==> src/rtl/imem_loader.sv <==
// Instruction-memory loader: assembles a little-endian byte stream into 32-bit words,
// writes them to sequential word addresses and holds the CPU in reset until done.
module imem_loader #(
  parameter int ADDR_W = 10,
  parameter int DEPTH  = 1024
) (
  input  logic              clk,
  input  logic              reset,
  input  logic              start,
  input  logic [10:0]       word_count,
  input  logic              byte_valid,
  input  logic [7:0]        byte_data,
  output logic              byte_ready,
  output logic              mem_we,
  output logic [ADDR_W-1:0] mem_addr,
  output logic [31:0]       mem_wdata,
  output logic              cpu_reset,
  output logic              busy,
  output logic              done
);

  typedef enum logic [1:0] {IDLE, LOAD, WRITE, DONE} state_e;

  localparam logic [10:0] DEPTH_C = 11'(DEPTH);

  state_e            state_q, state_d;
  logic [ADDR_W-1:0] addr_q,  addr_d;
  logic [31:0]       wdata_q, wdata_d;
  logic [1:0]        idx_q,   idx_d;
  logic [10:0]       cnt_q,   cnt_d;
  logic [10:0]       total_q, total_d;
  logic [10:0]       req_words;

  function automatic logic [10:0] clamp_count(input logic [10:0] wc);
    return (wc > DEPTH_C) ? DEPTH_C : wc;
  endfunction

  assign req_words = clamp_count(word_count);

  always_ff @(posedge clk) begin
    if (reset) begin
      state_q <= IDLE;
      addr_q  <= '0;
      wdata_q <= '0;
      idx_q   <= '0;
      cnt_q   <= '0;
      total_q <= '0;
    end else begin
      state_q <= state_d;
      addr_q  <= addr_d;
      wdata_q <= wdata_d;
      idx_q   <= idx_d;
      cnt_q   <= cnt_d;
      total_q <= total_d;
    end
  end

  always_comb begin
    state_d = state_q;
    addr_d  = addr_q;
    wdata_d = wdata_q;
    idx_d   = idx_q;
    cnt_d   = cnt_q;
    total_d = total_q;
    case (state_q)
      IDLE, DONE: begin
        if (start) begin
          total_d = req_words;
          addr_d  = '0;
          idx_d   = '0;
          cnt_d   = '0;
          state_d = (req_words == 11'd0) ? DONE : LOAD;
        end
      end
      LOAD: begin
        // Partial-word state is simply held while the source stalls.
        if (byte_valid) begin
          wdata_d[{idx_q, 3'b000} +: 8] = byte_data;
          idx_d = idx_q + 2'd1;
          if (idx_q == 2'd3) state_d = WRITE;
        end
      end
      WRITE: begin
        if (cnt_q + 11'd1 == total_q) begin
          state_d = DONE;
        end else begin
          addr_d  = addr_q + ADDR_W'(1);
          cnt_d   = cnt_q + 11'd1;
          idx_d   = '0;
          state_d = LOAD;
        end
      end
      default: state_d = IDLE;
    endcase
  end

  assign byte_ready = (state_q == LOAD);
  assign mem_we     = (state_q == WRITE);
  assign busy       = (state_q == LOAD) || (state_q == WRITE);
  assign done       = (state_q == DONE);
  assign cpu_reset  = (state_q != DONE);
  assign mem_addr   = addr_q;
  assign mem_wdata  = wdata_q;

endmodule

==> config.mk <==
export PLATFORM = sky130hd
export DESIGN_NAME = imem_loader
export DESIGN_NICKNAME = d
export VERILOG_FILES = /design/src/rtl/imem_loader.sv
export SDC_FILE = /design/constraint.sdc
export NUM_CORES = 1
export LEC_CHECK = 0
export ABC_AREA = 1
export ABC_CLOCK_PERIOD_IN_PS = 2900
export BUFFER_PORTS_ARGS = -buffer_cell sky130_fd_sc_hd__buf_2
export CAP_MARGIN = 5
export CORE_MARGIN = 2
export CORE_UTILIZATION = 55
export DETAILED_ROUTE_END_ITERATION = 10
export GPL_ROUTABILITY_DRIVEN = 0
export GPL_TIMING_DRIVEN = 0
export PLACE_DENSITY = 0.87
export SYNTH_ARGS = -nofsm -noshare
export SYNTH_HDL_FRONTEND = slang
export SYNTH_SLANG_ARGS = --single-unit
==> constraint.sdc <==
create_clock -name clk -period 2.9 [get_ports clk]
set_clock_uncertainty 0.2 [all_clocks]
set_input_delay 0.145 -clock clk [delete_from_list [all_inputs] [get_ports clk]]
set_output_delay 0.145 -clock clk [all_outputs]
set_load 0.02 [all_outputs]
==> results of run 1 <==
[flip-flops by register name, summed over array words and instances, names as in the netlist]
name	cells
idx_q	2
total_q	11
mem_addr	10
mem_wdata	32
cnt_q	11
state_q	2
[how the worst min path moves through the flow]
stage                  startpoint                  endpoint  slack [ps]  depth (start not counted)
finish                      start  total_q[10]$_SDFFE_PP0P_          60                          5
global route                start  total_q[10]$_SDFFE_PP0P_          90                          5
CTS                         start  total_q[10]$_SDFFE_PP0P_          10                          5
detailed placement  word_count[5]   total_q[5]$_SDFFE_PP0P_         220                          3
global placement    word_count[7]   total_q[7]$_SDFFE_PP0P_         200                          3
floorplan           word_count[9]   total_q[9]$_SDFFE_PP0P_          90                          2
[stage by stage]
| step | worst slack [ps] | cells | cell area (sq um) | power [uW] | hold slack, ps |
|---|---|---|---|---|---|
| after CTS | 41.5 | 713 | 4490 | 3590 | 11.2 |
| after detailed placement | 110 | 676 | 4060 | 2670 | 219 |
| after global routing | 15.9 | 712 | 4490 | 3870 | 94.1 |
| final | 189 | 712 | 4490 | 3650 | 59.3 |
| after global placement | 184 | 676 | 4060 | 2600 | 199 |
| after floorplan | 574 | 531 | 3620 | 2300 | 87.7 |
[power groups by stage]
stage               sequential [uW]  clock (uW)  combinational [uW]
floorplan                      1210           0                1090
global placement               1190           0                1420
detailed placement             1190           0                1480
CTS                            1170         890                1520
global route                   1190         930                1750
finish                         1180         901                1570
[metal layers]
| metal | global-route usage | vias up | wire, um |
|---|---|---|---|
| met3 | 0.0827 | 73 | 813 |
| met5 | 0 | - | 0 |
| met1 | 0.328 | 1899 | 4060 |
| li1 | - | 1920 | - |
| met2 | 0.545 | 221 | 5480 |
| met4 | 0.175 | 0 | 620 |
[logic make-up after synthesis]
kind of cell               after synthesis  synth area share
AOI/OAI and AO/OA                       78             0.117
DFF                                     68             0.376
buffers and inverters                   80            0.0902
and+or+nand+nor                        286             0.356
adders and majority gates               11            0.0380
xor gates and xnor gates                 8            0.0232
[layout make-up]
cell class	instances	area (sq um)	share of cell area
inverter	58	218	0.0485
sequential	68	1360	0.303
multi-input combinational	383	1940	0.431
clock inverter	7	100	0.0223
timing repair buffer	89	551	0.123
clock buffer	9	124	0.0276
buffer	21	108	0.0239
tap	77	96.3	0.0214
[cells in the final DEF (no fill, tap or decap), types with 2 or more instances in the layout]
master	instances
xor2_1	5
nand2_2	4
bufinv_16	2
buf_2	71
xnor2_1	2
clkbuf_8	9
nor2_1	46
o21ai_0	10
clkbuf_1	12
buf_6	3
nand3_2	7
nor2_2	4
or3_1	2
a211oi_1	6
nor2_4	2
nand3_1	57
nand3b_1	2
ha_1	10
nand4_1	9
a21oi_1	52
dfxtp_1	68
dlygate4sd3_1	21
inv_1	56
nor3_1	2
nand2_1	147
clkbuf_2	2
a31oi_1	6
clkinv_4	3
[critical path, cell delays in order (launching register included)]
cell,delay [ps]
dfxtp_1,350
inv_1,70
ha_1,170
buf_2,260
inv_1,140
a21oi_1,640
clkbuf_1,460
nand3_1,160
nand2_1,100
nor2_1,40
[what timing repair did]
action	CTS	global route
endpoints found under the setup margin	0	10
hold buffers	21	0
buffers inserted	0	0
hold endpoints to repair	30	0
resized for setup	0	5
==> results.txt, run 1 <==
----------------------------------------------------
[Timing]
  Final Hold Fails ... 0
  Ratio of final minimum period to clock period ... 0.935
  Slew at the pin with the worst max-slew slack ... 764 ps
  Final critical path time including I/O delays and setup ... between 2000 and 3000 ps
  Post-Route Setup TNS ... 0 ps
  Worst max-slew margin expressed relative to the limit ... 0.491
  Endpoints failing setup ... 0
  F_max ... roughly 0.37 GHz
  Final Max Slew Viols ... 0
  RSZ-0062 raised after global routing ... false

[Worst setup path]
  Worst r2r path cells ... 9
  Maximum net fanout on the critical path ... 10
  Required time worst endpoint ... about 2900 ps
  Endpoint of the most critical register-to-register path ... cnt_q[4]$_SDFFE_PP0P_
  Kind of critical path ... reg2reg
  Startpoint of the worst-slack reg-to-reg timing path ... state_q[0]$_SDFFE_PP0P_
  Flop2flop setup slack ... 190 ps
  Worst Setup EP ... cnt_q[4]$_SDFFE_PP0P_
  Crit path from ... state_q[0]$_SDFFE_PP0P_
  Critical path arrival ... 2750 ps
  Critical Path End Type ... flip-flop
  Kind of start point of the critical path ... flip-flop

[Route]
  Detailed Route WL ... around 11 mm
  Number of optimization iterations in the first detailed-route pass ... 5
  Via density ... roughly 5.8
  Post-DR wirelength/cell ... between 15 and 20 um
  Number of design-rule violations left by the first detailed-router iteration ... just under 400
  Number of nets still failing antenna checks after routing ... 0
  Via Count ... between 4000 and 5000
  Post-detailed-route DRC marker count ... 0

[Logic synthesis]
  Main area contributors after synthesis ... dfxtp_1, nand2_1, nand3_1
  Leading area contributor after synthesis ... dfxtp_1
  Primary flip-flop cell chosen by synthesis mapping ... dfxtp_1
  Leading post-synthesis cells by instance count ... nand2_1, dfxtp_1, nand3_1, inv_1, a21oi_1
  Number of nets produced by synthesis ... 565
  FF+latch count, synth ... just under 70
  Netlist area before placement ... between 3000 and 4000 sq um
  Most repeated cell in the gate-level netlist after synthesis ... nand2_1
  FFs w/ async S/R, synth ... 0
  Post-synth top area share ... 0.376
  Share of the yosys chip area belonging to registers ... 0.376
  Post-synthesis cell type count ... 35
  EDFF count, synth ... 0
  Synthesis Warnings ... 0
  Synthesized instance count ... 531
  Mean instance size in the synthesized netlist ... 6.82 sq um

[Final layout]
  Antenna diodes ... 0
  Final Core Density ... 0.708
  Fraction of layout instances using a drive strength above 1 ... 0.181
  Net total in the final layout ... between 600 and 700
  Layout fillers ... a little under 500
  Area added between synthesis and finish ... 24.1%

[Global route]
  First-pass GRT wire length ... roughly 18 mm
  Via count of the first global-routing pass ... approximately 4000
  Initial antenna violation count ... 0
  Pin count of the biggest net entering global routing ... 14
  Total global-route track usage ... 0.308
  Total grt overflow ... 0

[Power]
  Proportion of power drawn by the clock network ... 0.246
  Power share of the sequential group ... 0.323
  Switching share of total power ... 0.441
  Logic gate share of total power ... 0.431
  Worst VDD drop ... around 540 uV
  Internal power ... just over 2000 uW
  Net switching power of the design ... 1610 uW
  Leakage ... just over 0.002 uW
  Pwr dens ... roughly 810 nW/um^2

[Clock network]
  Root Buffer Master ... clkbuf_8
  Worst-case clock buffer depth ... 2
  Reg clk slew, reported paths ... around 80 ps
  Source-to-sink clock delay at the later pin of the worst-skew pair ... between 300 and 400 ps
  CTS tree ... yes
  Depth of the CTS H-tree ... 3
  TritonCTS sink count ... ~70
  Clock buffer count from CTS ... 9

[Die]
  Area of the core ... about 6300 sq um
  Starting utilization of the core area ... 0.570
  Die Area ... ~7200 sq um
  Vertical die dimension ... around 85 um
  Standard-cell rows ... 29
  Die width ... ~85 um
  Number of primary I/O pins ... 70

[Place]
  Detailed-placement wirelength estimate ... between 7 and 8 mm
  I/O Buffers ... about 70

[Worst hold path]
  Path type of the worst min-delay path ... in2reg

[Run]
  Number of max-cap violations ... 0

[Outcome]
  Outcome ... complete, no violations

----------------------------------------------------
(Power assumes the default switching activity.)
==> run 2, diff against run 1 <==
Settings changed: ABC_AREA 1 to default, CORE_UTILIZATION 55 to 54.
==> run 2 against run 1 <==
  * Total power decreased by 21%
  * Setup slack got worse by 65 ps
  * First-iteration DRC count decreased by 46%
  * Maximum frequency decreased by 2.4%
  * Register-to-register slack got worse by 70 ps
  * Via count decreased by 19%
  * Cell count decreased by 23%
  * Critical path depth increased by 2
  * Global-route usage decreased by 2.2 points
  * Die area decreased by 7.1%
  * Sequential share of layout area increased by 2.6 points
  * Largest cell class unchanged
  * Largest power group is now registers
  * Highest routed layer unchanged
==> results.txt, run 2 <==
----------------------------------------------------
[Worst setup path]
  Required time worst endpoint ... 2920 ps (-20 ps)
  Slowest Stage Delay on Critical Path ... 570 ps (-70 ps)
  Kind of cell adding the most delay to the critical path ... simple AND/OR/NAND/NOR gates
  Most repeated library cell on the critical path ... buf_6
  Bufs and invs on worst path ... 3 (-1)
  Kind of critical path ... reg2reg
  Critical Path End Type ... flip-flop
  Maximum net fanout on the critical path ... 10 (unchanged)
  Kind of start point of the critical path ... flip-flop
  Slowest-stage cell, CP ... or4b_1
  Critical path arrival ... 2800 ps (+50 ps)
  List of cells traversed by the critical path ... ha_1 > buf_4 > and3_1 > nand3_4 > xnor2_2 > o2111ai_2 > or4b_1 > buf_6 > buf_6 > nand2_1 > o31ai_1

[Clock network]
  Worst-case clock buffer depth ... 2 (unchanged)
  CTS tree ... yes
  Depth of the CTS H-tree ... 3 (unchanged)
  TritonCTS sink count ... 68 (unchanged)
  Clock buffer count from CTS ... 9 (unchanged)
  Source-to-sink clock delay at the later pin of the worst-skew pair ... 350 ps (about the same)
  Root Buffer Master ... clkbuf_8
  Reg clk slew, reported paths ... 70 ps (about the same)

[Power]
  Pwr dens ... 694 nW/um^2 (-15%)
  Leakage ... 0.00175 uW (-14%)
  Worst VDD drop ... 494 uV (-7.8%)

[Final layout]
  Area added between synthesis and finish ... 26.2%
  Flip-flop count of the largest register, all copies and words added ... 32 (unchanged)
  Final standard cell count with taps included and fillers excluded ... 547 (-23%)
  Net total in the final layout ... 502 (-24%)
  Antenna diodes ... 0 (unchanged)
  Leading cell types in the layout, fill and taps excluded ... buf_2, dfxtp_1, nor2_1, a22oi_1, a21oi_1
  Commonest non-fill, non-tap cell in the layout ... buf_2
  Fraction of layout instances using a drive strength above 1 ... 0.229 (+0.0477)

[Timing]
  Worst max-slew margin expressed relative to the limit ... 0.503 (+0.0124)
  Final Max Slew Viols ... 0 (unchanged)
  Final Hold Fails ... 0 (unchanged)
  Ratio of final minimum period to clock period ... 0.957 (+0.0225)
  Final critical path time including I/O delays and setup ... 2780 ps (+65.4 ps)
  Post-Route Setup TNS ... 0 ps (unchanged)
  Endpoints failing setup ... 0 (unchanged)
  Slew at the pin with the worst max-slew slack ... 743 ps (-20.6 ps)
  F_max ... 0.360 GHz (-2.4%)

[Route]
  Post-DR wirelength/cell ... 16.6 um (+8.0%)
  Detailed Route WL ... 9.11 mm (-17%)
  Post-detailed-route DRC marker count ... 0 (unchanged)
  Number of nets still failing antenna checks after routing ... 0 (unchanged)
  Number of design-rule violations left by the first detailed-router iteration ... 209 (-46%)
  Via Count ... 3326 (-19%)
  Number of optimization iterations in the first detailed-route pass ... 5 (unchanged)
  Via density ... 6.08 (+5.3%)

[Outcome]
  Outcome ... complete, no violations

[Logic synthesis]
  EDFF count, synth ... 0 (unchanged)
  Main area contributors after synthesis ... dfxtp_1, a22oi_1, nor2_1
  Leading post-synthesis cells by instance count ... dfxtp_1, nor2_1, a22oi_1, a21oi_1, nand2_1
  FFs w/ async S/R, synth ... 0 (unchanged)
  Most repeated cell in the gate-level netlist after synthesis ... dfxtp_1
  Leading area contributor after synthesis ... dfxtp_1
  Mean instance size in the synthesized netlist ... 8.78 sq um (+29%)
  Post-synthesis cell type count ... 49 (+40%)
  Synthesis Warnings ... 0 (unchanged)
  Primary flip-flop cell chosen by synthesis mapping ... dfxtp_1
  Post-synth top area share ... 0.414 (+0.0377)
  Share of the yosys chip area belonging to registers ... 0.414 (+0.0377)
  FF+latch count, synth ... 68 (unchanged)
  Synthesized instance count ... 375 (-29%)
  Number of nets produced by synthesis ... 409 (-28%)
  Netlist area before placement ... 3290 sq um (-9.1%)

[Die]
  Number of primary I/O pins ... 70 (unchanged)
  Vertical die dimension ... 82.1 um (-3.6%)
  Starting utilization of the core area ... 0.556 (-0.0145)
  Die width ... 82.1 um (-3.6%)
  Die Area ... 6730 sq um (-7.1%)
  Area of the core ... 5920 sq um (-6.8%)
  Standard-cell rows ... 28 (-3.4%)

[Place]
  I/O Buffers ... 66 (-2.9%)
  Detailed-placement wirelength estimate ... 6.16 mm (-12%)
  DP Cell Count ... 517 (-24%)

[Global route]
  Via count of the first global-routing pass ... 3222 (-19%)
  Total grt overflow ... 0 (unchanged)
  Initial antenna violation count ... 0 (unchanged)
  Total global-route track usage ... 0.285 (-0.0225)
  First-pass GRT wire length ... 14.6 mm (-18%)
  Pin count of the biggest net entering global routing ... 12 (-2)

[Run]
  Number of max-cap violations ... 0 (unchanged)

[Worst hold path]
  Path type of the worst min-delay path ... in2reg

----------------------------------------------------
[run 2: cell families (layout without fill, tap and decap cells)]
kind of cell,count (synthesis),count (layout),synth area share
AND/OR/NAND/NOR,137,137,0.210
buffers and inverters,39,136,0.0551
flip-flops,68,68,0.414
AO/OA/AOI/OAI,105,105,0.237
XOR/XNOR,15,15,0.0422
adder cells (fa/ha/maj),11,11,0.0418
[run 2: worst paths after layout]
path	startpoint	end	slack [ps]	depth (start not counted)
setup / recovery	cnt_q[0]$_SDFFE_PP0P_	idx_q[1]$_SDFFE_PP0P_	120	11
hold / removal	word_count[3]	total_q[3]$_SDFFE_PP0P_	20	4
setup reg to reg	cnt_q[0]$_SDFFE_PP0P_	idx_q[1]$_SDFFE_PP0P_	120	11
hold reg to reg	total_q[10]$_SDFFE_PP0P_	total_q[10]$_SDFFE_PP0P_	280	2
[run 2: power by group]
| group | internal [uW] | switching [uW] | total (uW) |
|---|---|---|---|
| Combinational | 339 | 653 | 992 |
| Clock | 476 | 359 | 836 |
| Sequential | 995 | 61.1 | 1060 |
| Total | 1810 | 1070 | 2880 |
[run 2: final cells by class]
class,count,area (sq um)
flip-flops and latches,68,1370
clock buffers,10,128
fillers,435,1770
plain buffers,25,131
inverters,14,52.6
clock inverters,5,77.6
multi-input cells,268,1820
repair buffers,82,480
well taps,75,93.8
[run 2: through the flow]
stage	utilization	power (uW)	hold slack, ps	worst slack (ps)	cell area, sq um
floorplan	-	1730	93.3	306	3290
global placement	0.627	1930	202	-72.4	3710
detailed placement	0.628	1970	212	-105	3720
CTS	0.690	2830	12.8	24.3	4080
global route	0.701	3040	39.7	-3.32	4150
finish	0.701	2880	21.8	124	4150
[run 2: layer usage]
metal  vias up  GRT usage  routed length, um
li1       1565          -                  -
met5         -          0                  0
met3        29     0.0989                711
met4         0      0.138                304
met1      1573      0.311               3580
met2       159      0.492               4510
[run 2: tightest hold or removal path, cell delays in order]
cell and delay [ps]:
buf_2 100, nor3b_1 130, a21oi_1 110, nor2_1 40
[run 2: timing repair]
item	in CTS	in global routing
endpoints found under the hold margin	37	0
cloned	0	0
hold buffers	13	0
buffers inserted	1	1
setup endpoints to repair	35	26
pin swaps	1	3
resized for setup	4	13
==> run 3, diff against run 2 <==
Settings changed: CORE_UTILIZATION 54 to 30, PLACE_DENSITY 0.87 to 0.57, SLEW_MARGIN from default to 10.
==> run 3 against run 2 <==
  * Setup slack got worse by 2.7 ps
  * Largest cell class unchanged
  * Clock power increased by 7.5%
  * Wire length is 5.0% higher
  * Highest routed layer unchanged
  * Register-to-register slack is essentially flat
==> results.txt, run 3 (synthesis gave the netlist of run 2 again) <==
----------------------------------------------------
[Outcome]
  Outcome ... complete, no violations

[Route]
  Number of design-rule violations left by the first detailed-router iteration ... 175 (-16%)
  Number of nets still failing antenna checks after routing ... 0 (unchanged)
  Via Count ... 3162 (-4.9%)
  Detailed Route WL ... 9.56 mm (+5.0%)
  Number of optimization iterations in the first detailed-route pass ... 4 (-1)
  Post-DR wirelength/cell ... 15.6 um (-6.2%)
  Post-detailed-route DRC marker count ... 0 (unchanged)
  Via density ... 5.17 (-15%)

[Final layout]
  Net total in the final layout ... 501 (-0.20%)
  Antenna diodes ... 0 (unchanged)
  FF/Latch Area ... 1370 sq um (unchanged)
  Flip-flop count of the largest register, all copies and words added ... 32 (unchanged)
  Fraction of layout instances using a drive strength above 1 ... 0.225 (-0.00424)
  Layout fillers ... 1092 (+150%)
  Leading cell types in the layout, fill and taps excluded ... buf_2, dfxtp_1, nor2_1, a22oi_1, a21oi_1
  Commonest non-fill, non-tap cell in the layout ... buf_2
  Post-route cell area ... 4220 sq um (+1.5%)
  Footprint of the multi-input gates ... 1790 sq um (-1.6%)
  Area added between synthesis and finish ... 28.1%

[Die]
  Die width ... 109 um (+33%)
  Vertical die dimension ... 109 um (+33%)
  Area of the core ... 10800 sq um (+82%)
  Standard-cell rows ... 38 (+36%)
  Number of primary I/O pins ... 70 (unchanged)
  Starting utilization of the core area ... 0.305 (-0.251)
  Die Area ... 11800 sq um (+76%)

[Global route]
  First-pass GRT wire length ... 15.1 mm (+3.4%)
  Total grt overflow ... 0 (unchanged)
  Via count of the first global-routing pass ... 3044 (-5.5%)
  Pin count of the biggest net entering global routing ... 13 (+1)
  Total global-route track usage ... 0.166 (-0.120)
  Initial antenna violation count ... 0 (unchanged)

[Power]
  Switching share of total power ... 0.373 (+0.000389)
  Power share of the sequential group ... 0.360 (-0.006)
  Logic gate share of total power ... 0.333 (-0.011)
  Net switching power of the design ... 1090 uW (+1.5%)
  Leakage ... 0.00173 uW (-1.1%)
  Worst VDD drop ... 337 uV (-32%)
  Pwr dens ... 694 nW/um^2 (about the same)
  Internal power ... 1840 uW (+1.4%)
  Proportion of power drawn by the clock network ... 0.307 (+0.017)

[Clock network]
  Source-to-sink clock delay at the later pin of the worst-skew pair ... 350 ps (about the same)
  Root Buffer Master ... clkbuf_8
  TritonCTS sink count ... 68 (unchanged)
  Worst-case clock buffer depth ... 2 (unchanged)
  Depth of the CTS H-tree ... 3 (unchanged)
  Clock buffer count from CTS ... 9 (unchanged)
  Reg clk slew, reported paths ... 80 ps (about the same)
  CTS tree ... yes

[Worst setup path]
  Slowest Stage Delay on Critical Path ... 490 ps (-80 ps)
  Critical path arrival ... 2800 ps (about the same)
  Kind of critical path ... reg2reg
  List of cells traversed by the critical path ... buf_4 > nand3_1 > or3_1 > xnor2_1 > nor2_1 > or4b_1 > buf_6 > buf_6 > nand2_1 > o31ai_1
  Slowest-stage cell, CP ... or3_1
  Required time worst endpoint ... 2920 ps (about the same)
  Maximum net fanout on the critical path ... 10 (unchanged)
  Critical Path End Type ... flip-flop
  Most repeated library cell on the critical path ... buf_6
  Kind of start point of the critical path ... flip-flop

[Timing]
  Final Hold Fails ... 0 (unchanged)
  Final critical path time including I/O delays and setup ... 2780 ps (+2.71 ps)
  Post-Route Setup TNS ... 0 ps (unchanged)
  Final Max Slew Viols ... 0 (unchanged)
  Ratio of final minimum period to clock period ... 0.958 (about the same)
  Slew at the pin with the worst max-slew slack ... 821 ps (+77.8 ps)
  F_max ... 0.360 GHz (about the same)
  Worst max-slew margin expressed relative to the limit ... 0.451 (-0.0520)
  Endpoints failing setup ... 0 (unchanged)
  RSZ-0062 raised after global routing ... false

[Place]
  Detailed-placement wirelength estimate ... 6.84 mm (+11%)
  I/O Buffers ... 66 (unchanged)
  Area of placed instances ... 3810 sq um (+2.5%)

[Run]
  Number of max-cap violations ... 0 (unchanged)

[Worst hold path]
  Path type of the worst min-delay path ... in2reg

----------------------------------------------------
[run 3: changes by cell type in the layout (fill, tap and decap cells not counted), moves of 2 or more]
| cell | delta |
|---|---|
| clkinv_4 | +2 |
| buf_4 | -2 |
| nand3_1 | +2 |
| clkinv_2 | -2 |
[run 3: layer usage]
layer | global-route usage | wire length (um) | up-vias
met5 | 0 | 0 | -
met2 | 0.282 | 4610 | 88
met1 | 0.199 | 4290 | 1506
met4 | 0.0458 | 103 | 0
met3 | 0.0544 | 557 | 9
li1 | - | - | 1559
[run 3: critical path, delay by kind of cell, from the launching register on]
family	cells	cell delay [ps]
xor+xnor	1	150
flops	1	310
simple gates	5	1420
compound gates	1	80
buf+inv	3	480
[run 3: timing repair]
action / in CTS / in global routing
hold endpoints to repair: 37 / 0
pin swaps: 1 / 2
buffers inserted: 1 / 0
gates resized for setup: 3 / 5
hold buffers: 13 / 0
endpoints found under the setup margin: 26 / 16
[run 3: power groups by stage]
stage          clock network (uW)  logic (uW)  registers [uW]
2_1_floorplan                   0         651            1080
3_3_place_gp                    0         902            1070
5_1_grt                       955        1080            1060
3_5_place_dp                    0         926            1070
4_1_cts                       913         954            1050
6_report                      899         974            1050
[run 3: stage by stage]
stage	util	hold WS [ps]	instances	power, uW	worst slack [ps]
2_1_floorplan	-	93.3	375	1730	306
3_3_place_gp	0.352	210	581	1970	-266
3_5_place_dp	0.353	216	582	1990	-134
4_1_cts	0.389	2.18	612	2920	38.2
5_1_grt	0.391	23.7	612	3090	1.70
6_report	0.391	14.2	612	2920	121
[run 3: final cells by class]
cell class | count | area share
Sequential cell | 68 | 0.324
Clock inverter | 5 | 0.0202
Clock buffer | 11 | 0.0335
Tap cell | 140 | 0.0416
Timing Repair Buffer | 81 | 0.112
Buffer | 25 | 0.0306
Multi-Input combinational cell | 268 | 0.425
Inverter | 14 | 0.0125
[run 3: worst paths after layout]
path / startpoint / end / slack [ps] / cells after the start
worst min register to register: total_q[10]$_SDFFE_PP0P_ / total_q[10]$_SDFFE_PP0P_ / 270 / 2
worst max-delay path: cnt_q[2]$_SDFFE_PP0P_ / idx_q[1]$_SDFFE_PP0P_ / 120 / 10
worst max register to register: cnt_q[2]$_SDFFE_PP0P_ / idx_q[1]$_SDFFE_PP0P_ / 120 / 10
worst min-delay path: word_count[2] / total_q[2]$_SDFFE_PP0P_ / 10 / 4
